`src/rtl/jtag_pkg.sv`:
```
// Shared JTAG TAP definitions: IEEE 1149.1 state encodings and opcode helpers.
package jtag_pkg;

  typedef logic [3:0] tap_state_t;

  localparam tap_state_t ST_TLR      = 4'hF;
  localparam tap_state_t ST_RTI      = 4'hC;
  localparam tap_state_t ST_SEL_DR   = 4'h7;
  localparam tap_state_t ST_CAP_DR   = 4'h6;
  localparam tap_state_t ST_SH_DR    = 4'h2;
  localparam tap_state_t ST_EX1_DR   = 4'h1;
  localparam tap_state_t ST_PAUSE_DR = 4'h3;
  localparam tap_state_t ST_EX2_DR   = 4'h0;
  localparam tap_state_t ST_UPD_DR   = 4'h5;
  localparam tap_state_t ST_SEL_IR   = 4'h4;
  localparam tap_state_t ST_CAP_IR   = 4'hE;
  localparam tap_state_t ST_SH_IR    = 4'hA;
  localparam tap_state_t ST_EX1_IR   = 4'h9;
  localparam tap_state_t ST_PAUSE_IR = 4'hB;
  localparam tap_state_t ST_EX2_IR   = 4'h8;
  localparam tap_state_t ST_UPD_IR   = 4'hD;

  // All-ones BYPASS opcode, right-aligned in a 16-bit field for widths 2..16.
  function automatic logic [15:0] bypass_op(input int width);
    bypass_op = 16'((32'd1 << width) - 32'd1);
  endfunction

endpackage

```
`src/rtl/jtag_tap_fsm.sv`:
```
// TAP controller state machine: 16-state 1149.1 sequencer clocked by TCK,
// exposing the state register and its single-state decodes.
module jtag_tap_fsm
  import jtag_pkg::*;
(
  input  logic       TCK,
  input  logic       TRST,
  input  logic       TMS,
  output logic [3:0] STATE,
  output logic       capture_dr_s,
  output logic       shift_dr_s,
  output logic       update_dr_s,
  output logic       capture_ir_s,
  output logic       shift_ir_s,
  output logic       update_ir_s,
  output logic       tap_rst_s
);

  tap_state_t state_q, state_d;

  // Next-state selection from TMS.
  always_comb begin
    state_d = state_q;
    case (state_q)
      ST_TLR:      state_d = TMS ? ST_TLR      : ST_RTI;
      ST_RTI:      state_d = TMS ? ST_SEL_DR   : ST_RTI;
      ST_SEL_DR:   state_d = TMS ? ST_SEL_IR   : ST_CAP_DR;
      ST_CAP_DR:   state_d = TMS ? ST_EX1_DR   : ST_SH_DR;
      ST_SH_DR:    state_d = TMS ? ST_EX1_DR   : ST_SH_DR;
      ST_EX1_DR:   state_d = TMS ? ST_UPD_DR   : ST_PAUSE_DR;
      ST_PAUSE_DR: state_d = TMS ? ST_EX2_DR   : ST_PAUSE_DR;
      ST_EX2_DR:   state_d = TMS ? ST_UPD_DR   : ST_SH_DR;
      ST_UPD_DR:   state_d = TMS ? ST_SEL_DR   : ST_RTI;
      ST_SEL_IR:   state_d = TMS ? ST_TLR      : ST_CAP_IR;
      ST_CAP_IR:   state_d = TMS ? ST_EX1_IR   : ST_SH_IR;
      ST_SH_IR:    state_d = TMS ? ST_EX1_IR   : ST_SH_IR;
      ST_EX1_IR:   state_d = TMS ? ST_UPD_IR   : ST_PAUSE_IR;
      ST_PAUSE_IR: state_d = TMS ? ST_EX2_IR   : ST_PAUSE_IR;
      ST_EX2_IR:   state_d = TMS ? ST_UPD_IR   : ST_SH_IR;
      ST_UPD_IR:   state_d = TMS ? ST_SEL_DR   : ST_RTI;
      default:     state_d = ST_TLR;
    endcase
  end

  // State register.
  always_ff @(posedge TCK or negedge TRST) begin
    if (!TRST) begin
      state_q <= ST_TLR;
    end else begin
      state_q <= state_d;
    end
  end

  assign STATE        = state_q;
  assign capture_dr_s = (state_q == ST_CAP_DR);
  assign shift_dr_s   = (state_q == ST_SH_DR);
  assign update_dr_s  = (state_q == ST_UPD_DR);
  assign capture_ir_s = (state_q == ST_CAP_IR);
  assign shift_ir_s   = (state_q == ST_SH_IR);
  assign update_ir_s  = (state_q == ST_UPD_IR);
  assign tap_rst_s    = (state_q == ST_TLR);

endmodule

```
`src/rtl/jtag_tap_core.sv`:
```
// JTAG TAP core: controller, instruction register, BYPASS/IDCODE data registers, TDO path.
// Define JTAG_TAP_IDCODE_EN to include the IDCODE register and make it the reset instruction.
module jtag_tap_core
  import jtag_pkg::*;
#(
  parameter int                  IR_WIDTH     = 4,
  parameter logic [IR_WIDTH-1:0] IDCODE_OP    = 4'h1,
  parameter logic [31:0]         IDCODE_VALUE = 32'h4BA00477
) (
  input  logic                TCK,
  input  logic                TRST,
  input  logic                TMS,
  input  logic                TDI,
  output logic                TDO,
  output logic                TDO_EN,
  output logic [3:0]          STATE,
  output logic [IR_WIDTH-1:0] INSTR,
  output logic                CAPTUREDR,
  output logic                SHIFTDR,
  output logic                UPDATEDR,
  output logic                SHIFTIR,
  output logic                UPDATEIR,
  output logic                TAP_RST,
  input  logic                EXT_TDO
);

  localparam logic [15:0]         BYPASS_WIDE = bypass_op(IR_WIDTH);
  localparam logic [IR_WIDTH-1:0] BYPASS_OP   = BYPASS_WIDE[IR_WIDTH-1:0];
`ifdef JTAG_TAP_IDCODE_EN
  localparam logic [IR_WIDTH-1:0] RESET_OP    = IDCODE_OP;
`else
  localparam logic [IR_WIDTH-1:0] RESET_OP    = BYPASS_OP;
`endif

  logic                capture_dr_s, shift_dr_s, update_dr_s;
  logic                capture_ir_s, shift_ir_s, update_ir_s, tap_rst_s;
  logic [IR_WIDTH-1:0] ir_sr_q, ir_sr_d, instr_q, instr_d;
  logic                bypass_q, bypass_d;
  logic                sel_bypass_s, sel_ext_s, dr_tdo_s;
  logic                tdo_q, tdo_d, tdo_en_q, tdo_en_d;

  jtag_tap_fsm u_fsm (
    .TCK          (TCK),
    .TRST         (TRST),
    .TMS          (TMS),
    .STATE        (STATE),
    .capture_dr_s (capture_dr_s),
    .shift_dr_s   (shift_dr_s),
    .update_dr_s  (update_dr_s),
    .capture_ir_s (capture_ir_s),
    .shift_ir_s   (shift_ir_s),
    .update_ir_s  (update_ir_s),
    .tap_rst_s    (tap_rst_s)
  );

`ifdef JTAG_TAP_IDCODE_EN
  logic        sel_idcode_s;
  logic [31:0] idcode_q, idcode_d;

  assign sel_bypass_s = (instr_q == BYPASS_OP);
  assign sel_idcode_s = !sel_bypass_s && (instr_q == IDCODE_OP);
  assign sel_ext_s    = !sel_bypass_s && !sel_idcode_s;
  assign dr_tdo_s     = sel_ext_s ? EXT_TDO : (sel_idcode_s ? idcode_q[0] : bypass_q);

  // IDCODE capture and right shift.
  always_comb begin
    if (capture_dr_s && sel_idcode_s) begin
      idcode_d = IDCODE_VALUE;
    end else if (shift_dr_s && sel_idcode_s) begin
      idcode_d = {TDI, idcode_q[31:1]};
    end else begin
      idcode_d = idcode_q;
    end
  end

  // IDCODE register.
  always_ff @(posedge TCK or negedge TRST) begin
    if (!TRST) begin
      idcode_q <= 32'h0000_0000;
    end else begin
      idcode_q <= idcode_d;
    end
  end
`else
  // Without the IDCODE register its opcode falls back to BYPASS.
  assign sel_bypass_s = (instr_q == BYPASS_OP) || (instr_q == IDCODE_OP);
  assign sel_ext_s    = !sel_bypass_s;
  assign dr_tdo_s     = sel_ext_s ? EXT_TDO : bypass_q;
`endif

  // Instruction shift register and active instruction; update lands on the edge leaving Update-IR.
  always_comb begin
    if (tap_rst_s) begin
      instr_d = RESET_OP;
    end else if (update_ir_s) begin
      instr_d = ir_sr_q;
    end else begin
      instr_d = instr_q;
    end
    if (capture_ir_s) begin
      ir_sr_d = {{(IR_WIDTH-1){1'b0}}, 1'b1};
    end else if (shift_ir_s) begin
      ir_sr_d = {TDI, ir_sr_q[IR_WIDTH-1:1]};
    end else begin
      ir_sr_d = ir_sr_q;
    end
    if (capture_dr_s && sel_bypass_s) begin
      bypass_d = 1'b0;
    end else if (shift_dr_s && sel_bypass_s) begin
      bypass_d = TDI;
    end else begin
      bypass_d = bypass_q;
    end
  end

  // Rising-edge registers.
  always_ff @(posedge TCK or negedge TRST) begin
    if (!TRST) begin
      ir_sr_q  <= {IR_WIDTH{1'b0}};
      instr_q  <= RESET_OP;
      bypass_q <= 1'b0;
    end else begin
      ir_sr_q  <= ir_sr_d;
      instr_q  <= instr_d;
      bypass_q <= bypass_d;
    end
  end

  // TDO source mux, launched on the falling edge.
  always_comb begin
    if (shift_ir_s) begin
      tdo_d = ir_sr_q[0];
    end else if (shift_dr_s) begin
      tdo_d = dr_tdo_s;
    end else begin
      tdo_d = 1'b0;
    end
    tdo_en_d = shift_ir_s || shift_dr_s;
  end

  // Falling-edge output registers.
  always_ff @(negedge TCK or negedge TRST) begin
    if (!TRST) begin
      tdo_q    <= 1'b0;
      tdo_en_q <= 1'b0;
    end else begin
      tdo_q    <= tdo_d;
      tdo_en_q <= tdo_en_d;
    end
  end

  assign TDO       = tdo_q;
  assign TDO_EN    = tdo_en_q;
  assign INSTR     = instr_q;
  assign CAPTUREDR = capture_dr_s && sel_ext_s;
  assign SHIFTDR   = shift_dr_s && sel_ext_s;
  assign UPDATEDR  = update_dr_s && sel_ext_s;
  assign SHIFTIR   = shift_ir_s;
  assign UPDATEIR  = update_ir_s;
  assign TAP_RST   = tap_rst_s;

endmodule

```
`config.mk`:
```
export PLATFORM = sky130hd
export DESIGN_NAME = jtag_tap_core
export DESIGN_NICKNAME = d
export VERILOG_FILES = /design/src/rtl/jtag_pkg.sv /design/src/rtl/jtag_tap_fsm.sv /design/src/rtl/jtag_tap_core.sv
export SDC_FILE = /design/constraint.sdc
export NUM_CORES = 1
export LEC_CHECK = 0
export CAP_MARGIN = 20
export CORE_MARGIN = 4
export CORE_UTILIZATION = 40
export CTS_CLUSTER_SIZE = 14
export DETAILED_ROUTE_END_ITERATION = 8
export DONT_BUFFER_PORTS = 1
export PLACE_DENSITY_LB_ADDON = 0.3
export SYNTH_ARGS = -nofsm -noshare
export SYNTH_HDL_FRONTEND = slang
export SYNTH_SLANG_ARGS = --single-unit
```
`constraint.sdc`:
```
create_clock -name TCK -period 1.85 [get_ports TCK]
set_input_delay 0.37 -clock TCK [delete_from_list [all_inputs] [get_ports TCK]]
set_output_delay 0.37 -clock TCK [all_outputs]
set_load 0.1 [all_outputs]
```
==> impl_metrics.ini <==
[sta]
setup_viol = 11
worstMarginPinSlew_ns = 0.625
clock_skew_ns = 0.00373
hold_viol_final = 0
fin_ws_ns = -0.751
rsz0062_at_grt = true
slew_viol_final = 0
timing.setup.tns_ns = -3.64
maxSlewHeadroom_pct = 58.2

[run_status]
violations = setup timing
status = finished, violations left

[flow_run]
cap_viol_max_count = 0

[drt]
route.vias.total = 715
drc = 0
wl_um = 2220
vias_per_cell = 5.18
wl_per_cell_um = 16.1
drt_iter0_drc = 12
firstDrtPassIters = 4
ant_nets = 0

[clock_network]
cts_buffers = 3
clock_sinks = 15
clk_pin_slew_worst_paths_ns = 0.09
clock_path_buffers = 2
cts_tree = done
insertion_delay_ns = 0.28
ctsRootBufferMaster = clkbuf_4
h-tree-depth = 1

[global_routing]
grt_pass1_vias = 734
antenna_found_initial = 0
track_usage_pct = 20.3
grt_overflow_total = 0
grt_first_pass_wirelength_um = 3740
grt_max_degree = 14

[placed_design]
gp_routability_congestion = 0.721
pre_cts_slack_ns = -0.728
hpwl_um = 1520
io_buffer_count = 0

[floorplanning]
die_area_um2 = 2600
initial_core_util_pct = 42.3
fp.dieW_um = 51.0
die_h_um = 51.0
coreArea_um2 = 1750
rows = 15
num_io_pins = 21

[layout]
fin_nets = 119
syn_to_final_growth_pct = 85.8
fill_cells = 115
layout_commonest_cell = buf_4
n_antenna_cell = 0
drive_gt1_share_pct = 54.0
utilization_pct = 78.6
layout_common_cells = buf_4 (18), nand2_1 (12), buf_12 (9)

[yosys]
netlist.top_cell.by_area = dfstp_2
ys_ff_latch = 15
synthCells = 79
synth_cell_types = 29
netlist.area_leader.share_pct = 28.5
yosysWarnings = 0
synthTopCellsByArea = dfstp_2 (28%), dfrtp_1 (17%), nand2_1 (7.6%)
yosysSeqAreaShare_pct = 52.2
syn_area_per_cell_um2 = 9.34
syn-cell-area_um2 = 738
syn_nets = 84

[critical_path]
crit_chain = or4b_4 -> and3_4 -> o311a_1
critical_path_class = register to register
slowest_stage = dfstp_4
path_max_fanout = 2
worstPathRequired_ns = 1.05
cp.arrival_ns = 1.80
critPathLaunchType = register
slowest_delay_ns = 0.62
end_kind = register

[worst_hold_path]
min_path_type = input pin to register
[metal layers]
metal  part of all wire [%]  global-route usage (%)  vias to the layer above
met5                      0                       0                        -
met4                    2.2                    8.97                        0
met3                    5.2                    6.12                        4
met2                     53                    35.0                       21
met1                     39                    23.0                      342
li1                       -                       -                      348
[worst max-delay path, delay by kind of cell, from the launching register on]
kind | cells | cell delay [ns]
simple gates | 2 | 0.62
flops | 1 | 0.62
compound gates | 1 | 0.29
[repair_timing]
action | CTS | global route
endpoints found under the setup margin | 11 | 11
gates cloned | 2 | 0
endpoints found under the hold margin | 13 | 0
setup buffers | 1 | 3
pin swaps | 4 | 1
hold buffers | 1 | 0
gates resized for setup | 13 | 6
[path summary, 6_finish.rpt]
path | startpoint | end | slack [ns] | cells past startpoint
max | INSTR[0] | TDO | -0.75 | 3
min | TMS | u_fsm.STATE[0] | 0.18 | 1
max reg2reg | INSTR[0] | TDO | -0.75 | 3
min reg2reg | ir_sr_q[0] | ir_sr_q[0] | 0.51 | 2
max in group asynchronous | TRST | bypass_q | 0.91 | 1
min in group asynchronous | TRST | ir_sr_q[0] | 0.54 | 1
[logic make-up (layout without fill, tap and decap cells)]
kind of cell,after synthesis,count (layout),share of synthesized area (%)
DFF,15,15,52.2
buffers and inverters,7,41,3.56
AOI/OAI and AO/OA,19,19,17.6
and+or+nand+nor,36,36,23.6
muxes,2,2,3.05
[state kept, by name (all words and copies together), names as in the netlist]
name         flops
u_fsm.STATE      4
INSTR            4
TDO              1
bypass_q         1
ir_sr_q          4
TDO_EN           1
[cells in the mapped netlist]
master and count:
a41oi_1 1, dfrtp_1 5, nand3b_1 1, a21o_1 1, nor2_1 8, a21oi_1 1
nor3_1 1, or4b_4 1, inv_1 3, nor2b_1 2, o221ai_1 1, clkbuf_1 4
o311a_1 1, nand3_1 1, dfrtn_1 2, a21boi_0 2, o21a_1 1, nor4_1 2
and2_1 1, nand2b_1 2, nand2_1 15, and3_1 1, a211oi_2 1, dfstp_2 8
mux2_2 2, o21ai_0 8, o211ai_1 1, nand4_1 1, a22oi_1 1
[final cells by class]
cell class / count / area [um^2] / share of cell area [%]
multi-input combinational: 57 / 455 / 33.2
timing repair buffer: 34 / 435 / 31.8
sequential: 15 / 412 / 30.0
tap: 25 / 31.3 / 2.28
clock buffer: 4 / 26.3 / 1.92
inverter: 3 / 11.3 / 0.821
[through the flow]
| step | instance area, um^2 | hold slack, ns | cells |
|---|---|---|---|
| 3_3_place_gp | 1190 | 0.0748 | 129 |
| 6_report | 1370 | 0.181 | 138 |
| 5_1_grt | 1370 | 0.164 | 138 |
| 4_1_cts | 1360 | 0.173 | 137 |
| 2_1_floorplan | 911 | 0.0744 | 79 |
| 3_5_place_dp | 1190 | 0.0748 | 129 |
Power is left out: the tool's default activity adds up to more than one toggle a clock period on the data nets, which glitch-free logic cannot reach.
